`src/rtl/dfp_align_ctrl.sv`:
```
// Decimal floating-point operand alignment controller.
// Takes a pair of unpacked DFP operands and swaps them so the larger exponent is
// "big". The smaller-exponent coefficient is then shifted right one BCD digit per
// cycle until the exponents match or MAX_SHIFT digits have been dropped. Any
// non-zero digit that falls off the end is collected into a sticky bit.
// Optional build macro: DFP_ALIGN_EARLY_EXIT_EN. It stops alignment as soon as the
// small register is all zero. Data results are unchanged; only latency shrinks.
module dfp_align_ctrl #(
  parameter int unsigned MAX_SHIFT = 8
) (
  input  logic        clk,
  input  logic        rst,
  input  logic        in_valid,
  output logic        in_ready,
  input  logic        s1,
  input  logic [7:0]  e1,
  input  logic [27:0] m1,
  input  logic        s2,
  input  logic [7:0]  e2,
  input  logic [27:0] m2,
  output logic        out_valid,
  input  logic        out_ready,
  output logic [7:0]  out_e,
  output logic        out_sbig,
  output logic [31:0] out_mbig,
  output logic        out_ssmall,
  output logic [31:0] out_msmall,
  output logic        out_sticky,
  output logic        out_swap
);

  localparam logic [8:0] MaxShiftW = 9'(MAX_SHIFT);
  localparam logic [3:0] MaxShiftC = 4'(MAX_SHIFT);

  typedef enum logic [1:0] {StIdle, StAlign, StDone} state_e;

  state_e      state_q, state_d;
  logic [3:0]  cnt_q, cnt_d;
  logic [7:0]  e_q, e_d;
  logic [31:0] big_q, big_d, small_q, small_d;
  logic        sbig_q, sbig_d, ssmall_q, ssmall_d;
  logic        sticky_q, sticky_d, swap_q, swap_d;
  logic        in_ready_q, in_ready_d, out_valid_q, out_valid_d;

  logic        swap_in;
  logic [8:0]  diff_in;
  logic [3:0]  cnt_in;
  logic [27:0] msmall_in;
  logic        skip_align;

  // Operand-pair decode: order by exponent and clamp the digit distance.
  always_comb begin
    swap_in   = (e2 > e1);
    diff_in   = swap_in ? ({1'b0, e2} - {1'b0, e1}) : ({1'b0, e1} - {1'b0, e2});
    cnt_in    = (diff_in > MaxShiftW) ? MaxShiftC : diff_in[3:0];
    msmall_in = swap_in ? m1 : m2;
`ifdef DFP_ALIGN_EARLY_EXIT_EN
    skip_align = (cnt_in == 4'd0) || (msmall_in == 28'd0);
`else
    skip_align = (cnt_in == 4'd0);
`endif
  end

  // Next-state and datapath update for the IDLE -> ALIGN -> DONE sequence.
  always_comb begin
    state_d  = state_q;
    cnt_d    = cnt_q;
    e_d      = e_q;
    big_d    = big_q;
    small_d  = small_q;
    sbig_d   = sbig_q;
    ssmall_d = ssmall_q;
    sticky_d = sticky_q;
    swap_d   = swap_q;
    unique case (state_q)
      StIdle: begin
        if (in_valid) begin
          swap_d   = swap_in;
          e_d      = swap_in ? e2 : e1;
          big_d    = {(swap_in ? m2 : m1), 4'h0};
          small_d  = {msmall_in, 4'h0};
          sbig_d   = swap_in ? s2 : s1;
          ssmall_d = swap_in ? s1 : s2;
          sticky_d = 1'b0;
          cnt_d    = cnt_in;
          state_d  = skip_align ? StDone : StAlign;
        end
      end
      StAlign: begin
`ifdef DFP_ALIGN_EARLY_EXIT_EN
        if (small_q == 32'd0) begin
          // Nothing left to shift out; further shifts cannot change the result.
          cnt_d   = 4'd0;
          state_d = StDone;
        end else
`endif
        begin
          small_d  = {4'h0, small_q[31:4]};
          sticky_d = sticky_q | (|small_q[3:0]);
          cnt_d    = cnt_q - 4'd1;
          if (cnt_q == 4'd1) state_d = StDone;
        end
      end
      StDone: begin
        if (out_ready) state_d = StIdle;
      end
      default: state_d = StIdle;
    endcase
    in_ready_d  = (state_d == StIdle);
    out_valid_d = (state_d == StDone);
  end

  // State and output registers, cleared asynchronously by rst.
  always_ff @(posedge clk or posedge rst) begin
    if (rst) begin
      state_q     <= StIdle;
      cnt_q       <= 4'd0;
      e_q         <= 8'd0;
      big_q       <= 32'd0;
      small_q     <= 32'd0;
      sbig_q      <= 1'b0;
      ssmall_q    <= 1'b0;
      sticky_q    <= 1'b0;
      swap_q      <= 1'b0;
      in_ready_q  <= 1'b1;
      out_valid_q <= 1'b0;
    end else begin
      state_q     <= state_d;
      cnt_q       <= cnt_d;
      e_q         <= e_d;
      big_q       <= big_d;
      small_q     <= small_d;
      sbig_q      <= sbig_d;
      ssmall_q    <= ssmall_d;
      sticky_q    <= sticky_d;
      swap_q      <= swap_d;
      in_ready_q  <= in_ready_d;
      out_valid_q <= out_valid_d;
    end
  end

  assign in_ready   = in_ready_q;
  assign out_valid  = out_valid_q;
  assign out_e      = e_q;
  assign out_sbig   = sbig_q;
  assign out_mbig   = big_q;
  assign out_ssmall = ssmall_q;
  assign out_msmall = small_q;
  assign out_sticky = sticky_q;
  assign out_swap   = swap_q;

endmodule

```
`config.mk`:
```
export PLATFORM = sky130hd
export DESIGN_NAME = dfp_align_ctrl
export DESIGN_NICKNAME = d
export VERILOG_FILES = /design/src/rtl/dfp_align_ctrl.sv
export SDC_FILE = /design/constraint.sdc
export NUM_CORES = 1
export LEC_CHECK = 0
export ABC_AREA = 0
export CAP_MARGIN = 20
export CORE_ASPECT_RATIO = 1.4
export CORE_UTILIZATION = 40
export CTS_CLUSTER_DIAMETER = 80
export DETAILED_ROUTE_END_ITERATION = 12
export MAX_ROUTING_LAYER = met4
export PLACE_DENSITY = 0.77
export SLEW_MARGIN = 30
export SYNTH_ARGS = -nofsm -noshare
export SYNTH_HDL_FRONTEND = slang
export SYNTH_SLANG_ARGS = --single-unit
```
`constraint.sdc`:
```
create_clock -name clk -period 3.9 [get_ports clk]
set_input_delay 0.78 -clock clk [delete_from_list [all_inputs] [get_ports clk]]
set_output_delay 0.78 -clock clk [all_outputs]
set_load 0.005 [all_outputs]
```
# Word-level counts from Yosys, hierarchy flattened
# Index checks and enable logic that the tools add are counted.
# W data, S select, Z words.
dict set report word_totals {
  ramBits 0
  n_memories 0
  romBits 0
  register_bits 80
  latch_bits 0
  word_cells 47
  in_bits 78
}
dict set report op_classes {
  bitwise 1
  eq_ne 5
  addsub 3
  reduce_logical 7
  magnitude_cmp 2
  shifts 0
  div 0
  n_mux 18
  mul 0
}
# cell count
set ops {}
lappend ops {{$pmux W32 S2} 1}
lappend ops {{$mux W28} 2}
lappend ops {{$mux W32} 1}
lappend ops {{$sub A8 B8 Y9} 2}
lappend ops {{$gt A9 B4 Y1 const B} 1}
lappend ops {{$mux W9} 1}
lappend ops {{$gt A8 B8 Y1} 1}
lappend ops {{$mux W2} 4}
lappend ops {{$mux W4} 2}
lappend ops {{$mux W8} 1}
lappend ops {{$pmux W4 S2} 1}
lappend ops {{$pmux W2 S3} 1}
lappend ops {{$eq A2 B2 Y1 const B} 2}
lappend ops {{$eq A4 B1 Y1 const B} 1}
lappend ops {{$logic_not A2 Y1} 2}
lappend ops {{$logic_not A4 Y1} 1}
lappend ops {{$reduce_and A2 Y1} 2}
lappend ops {{$reduce_or A4 Y1} 1}
lappend ops {{$sub A4 B1 Y4 const B} 1}
lappend ops {{$mux W1} 3}
lappend ops {{$eq A2 B1 Y1 const B} 1}
lappend ops {{$ne A2 B2 Y1 const B} 1}
lappend ops {{$pmux W1 S2} 1}
lappend ops {{$reduce_bool A2 Y1} 1}
lappend ops {{$or A1 B1 Y1} 1}

# Depth between registers and ports, before layout
dict set report depth {
  depth_word 9
  depth_mapped 13
  mapped_depth_nobuf 11
}

# Worst setup path before layout
# No wires, ideal clock.
dict set report synth_path {
  kind {input -> register}
  startpoint {in e1[4]}
  endpoint {reg small_q[10], in the netlist out_msmall[10]}
  path_buffers 2
  setup_slack_ps 1242
  cell_stages 11
  setup_time_ps 64
  arrival_time_ps 2594
  path_cell_list {inv_1 -> ha_1 -> and3_4 -> and3_1 -> a22o_4 -> and2_4 -> buf_6 -> buf_12 -> mux2i_1 -> a211oi_1 -> a21o_1}
}
dict set report synth_between {
  elab_chain_len 4
}
# item line_no
set synth_rtl {}
lappend synth_rtl {{from (decl)} 16} ;# input logic [7:0] e1,
lappend synth_rtl {{$gt A8 B8 Y1} 53} ;# swap_in = (e2 > e1);
lappend synth_rtl {{$mux W28} 56} ;# msmall_in = swap_in ? m1 : m2;
lappend synth_rtl {{$mux W32} 77} ;# if (in_valid) begin
lappend synth_rtl {{$pmux W32 S2} 75} ;# unique case (state_q)
lappend synth_rtl {{to (signal assigned)} 132} ;# small_q <= small_d;
lappend synth_rtl {{to (decl)} 40} ;# logic [31:0] big_q, big_d, small_q, small_d;
# No other way between the ends. The select of a mux whose other input is x is not followed.
# A chain may end at the register's enable or synchronous reset.

# Final worst setup path
dict set report layout_path {
  startpoint {in e1[6]}
  endpoint {reg small_q[27], in the netlist out_msmall[27]}
}
# Same word-level chain as after synthesis.

==> flow_summary.toml <==
[run_status]
outcome = "finished, final reports clean"

[sta]
slew_headroom_pct = 51.8
setup_viol = 0
report.final.hold_viol_count = 0
setup_tns_ns = 0
fin_crit_ns = 3.38
period_share_pct = 86.7
clock_skew_ns = 0.00555
fmax_mhz = 296
rsz0062_at_grt = "no"
tightest_slew_ns = 0.721
maxSlewViolCount = 0

[global_route]
grtUsageMet1_pct = 25.0
grt_pass1_vias = 4311
grt_pass1_wl_um = 21200
grt-busiest-layer = "met2"
antenna_found_initial = 0
grt_max_degree = 53
grt.overflow.total = 0
use_met3_pct = 3.74
grtUsageMet2_pct = 38.1
grt_usage_pct = 21.9

[worst_setup_path]
cp-startpoint = "e1[6]"
worst-setup-path-type = "input pin to flop"
critPathArrivalTime_ns = 3.61
path_cells = "clkdlybuf4s50_1 -> inv_1 -> ha_1 -> nand2_1 -> o211ai_2 -> a22o_4 -> and2_4 -> buf_4 -> mux2i_1 -> a211oi_1 -> a21o_1"
worstReg2RegStart = "state_q[0]$_DFF_PP0_"
critical_path_required_ns = 4.13
start_kind = "input pin"
cp-endpoint = "out_msmall[27]$_DFFE_PP0P_"
cpPeakStageDelay_ns = 0.60
cp_max_fo = 16
reg2reg_setup_slack_ns = 2.10
reg2reg_depth = 4
slowest_stage = "ha_1"
cp-end-kind = "flop"
timing.rr.end = "out_msmall[12]$_DFFE_PP0P_"

[floorplanning]
die_height_um = 134
ioPinCount = 156
die_w_um = 96.4
die_area_mm2 = 0.0129
core-area_mm2 = 0.0120
initial_core_util_pct = 41.6
rows = 47

[synth]
synth-edff-count = 0
yosysTopAreaCell = "dfrtp_1"
synth_top_area_share_pct = 39.6
synth_ff_type = "dfrtp_1"
synthCells = 530
async_flop_share_pct = 100
ys_warn_count = 0
ys_ff_latch = 80
syn_avg_cell_area_um2 = 9.42
netlist_area_mm2 = 0.00499
ys_seq_area_share_pct = 40.1
synth_area_leaders = "dfrtp_1 (40%), mux2i_1 (12%), a21o_1 (4.5%), ha_1 (4.5%), o21ai_1 (4.4%)"
synthDistinctLibCells = 57

[cells_and_area]
final_common_cell = "clkdlybuf4s50_1"
syn_to_final_growth_pct = 37.7
final_cell_mix = "clkdlybuf4s50_1 (151), dfrtp_1 (79), mux2i_1 (61), nand2_1 (55), o21ai_1 (44)"
design_area_mm2 = 0.00688
final_cells = 816
diodes = 0
nNetsFinal = 762
drive_above_1_share_pct = 6.13
fillers = 1052
final_core_util_pct = 57.3

[detailed_routing]
avgRoutedWirePerCell_um = 16.7
drc_errors = 0
viasPerCell = 5.49
dr.pass1.iters = 7
antenna_left = 0
vias = 4481
wirelength_um = 13600
drt-initial-drc-count = 157

[place]
place_inst = 800
placed_area_mm2 = 0.00656
port_buffers = 151
place_hpwl_um = 10300
gp_congestion = 0.893

[clock_network]
cts.repair.resized = 0
cts_tree = "done"
cts_setup_buffers = 0
clockBufferDepth = 2
cts.sinks = 80
clockRootBuffer = "clkbuf_16"
cts-buffers-inserted = 9
clock_latency_ns = 0.33
clkTransAtPathRegs_ns = 0.06
postCtsHoldBufs = 0
htreeDepth = 3

[power]
powerDensity_mw_per_mm2 = 666
leakage_nw = 3.12
peakVddDrop_mv = 0.278
fin_total_pwr_w = 0.00458

[hold_path]
min_path_type = "flop to flop"

[job]
cap_violations = 0
## power by group
part	internal [W]	switching (W)	leakage (nW)	total, W
combinational	0.00123	0.000978	1.98	0.00221
clock	0.000518	0.000348	0.146	0.000867
sequential	0.00122	0.000279	0.985	0.00150
## cell families after synthesis
kind of cell	Yosys count	synth area share [%]
other	1	0.0751
xor gates and xnor gates	1	0.175
DFF	80	40.1
buffers and inverters	69	7.82
muxes	61	12.2
and+or+nand+nor	129	11.8
adders and majority gates	20	5.31
AOI/OAI and AO/OA	169	22.5
## cells in the mapped netlist (3+ instances only)
cell type   n
inv_1      27
a21o_1     30
nor2b_1     4
o21ai_0    11
nand2b_1    3
buf_2       9
a31o_1      7
clkbuf_1   18
nand4_1     3
nor3_1      5
ha_1       18
buf_12      3
nor2_1     39
dfrtp_1    79
nand2_1    56
a21oi_1    22
nand3_1     3
buf_6       7
and2_1      3
o21ai_1    44
a22o_1      4
a211oi_1   25
mux2i_1    61
buf_4       5
o31ai_1     4
o22ai_1     3
## per-stage QoR
stage | worst slack, ns | hold slack (ns)
2_1_floorplan | 1.07 | 0.470
3_3_place_gp | 0.187 | 0.464
3_5_place_dp | 0.141 | 0.474
4_1_cts | 0.501 | 0.488
5_1_grt | 0.340 | 0.513
6_report | 0.520 | 0.486
## area by class of cell
type	count	area [µm²]	area share, %
Clock buffer	11	243	3.53
Clock inverter	5	63.8	0.928
Inverter	27	103	1.49
Multi-Input combinational cell	384	2640	38.3
Sequential cell	80	2000	29.1
Tap cell	147	184	2.67
Timing Repair Buffer	162	1640	23.9
## layer usage
layer	wire (µm)	up-vias	share of wire (%)
met1	5400	2152	40
met5	0	-	0
met4	316	0	2.3
li1	-	2145	-
met3	732	29	5.4
met2	7180	155	53
## critical path: cells and delay by family
kind                     cells  cell delay (ns)
buffers and inverters        3             0.79
AND/OR/NAND/NOR              2             0.42
AO/OA/AOI/OAI                4             0.70
multiplexers                 1             0.30
adder cells (fa/ha/maj)      1             0.60
## registers in the layout, indices dropped and copies added, names as in the netlist
name,flops
out_swap,1
cnt_q,4
in_ready,1
out_mbig,28
out_msmall,32
out_sticky,1
out_sbig,1
out_valid,1
state_q,2
out_e,8
out_ssmall,1
## worst min path at each step
stage,cells past startpoint,slack [ns],from,endpoint
CTS,2,0.49,out_mbig[17]$_DFFE_PP0P_,out_mbig[17]$_DFFE_PP0P_
floorplan,2,0.47,out_swap$_DFFE_PP0P_,out_swap$_DFFE_PP0P_
global route,1,0.51,out_msmall[21]$_DFFE_PP0P_,out_msmall[21]$_DFFE_PP0P_
finish,2,0.49,out_mbig[18]$_DFFE_PP0P_,out_mbig[18]$_DFFE_PP0P_
detailed placement,2,0.47,out_mbig[17]$_DFFE_PP0P_,out_mbig[17]$_DFFE_PP0P_
global placement,2,0.46,out_swap$_DFFE_PP0P_,out_swap$_DFFE_PP0P_
No activity file was read; power rests on OpenSTA's default activity.
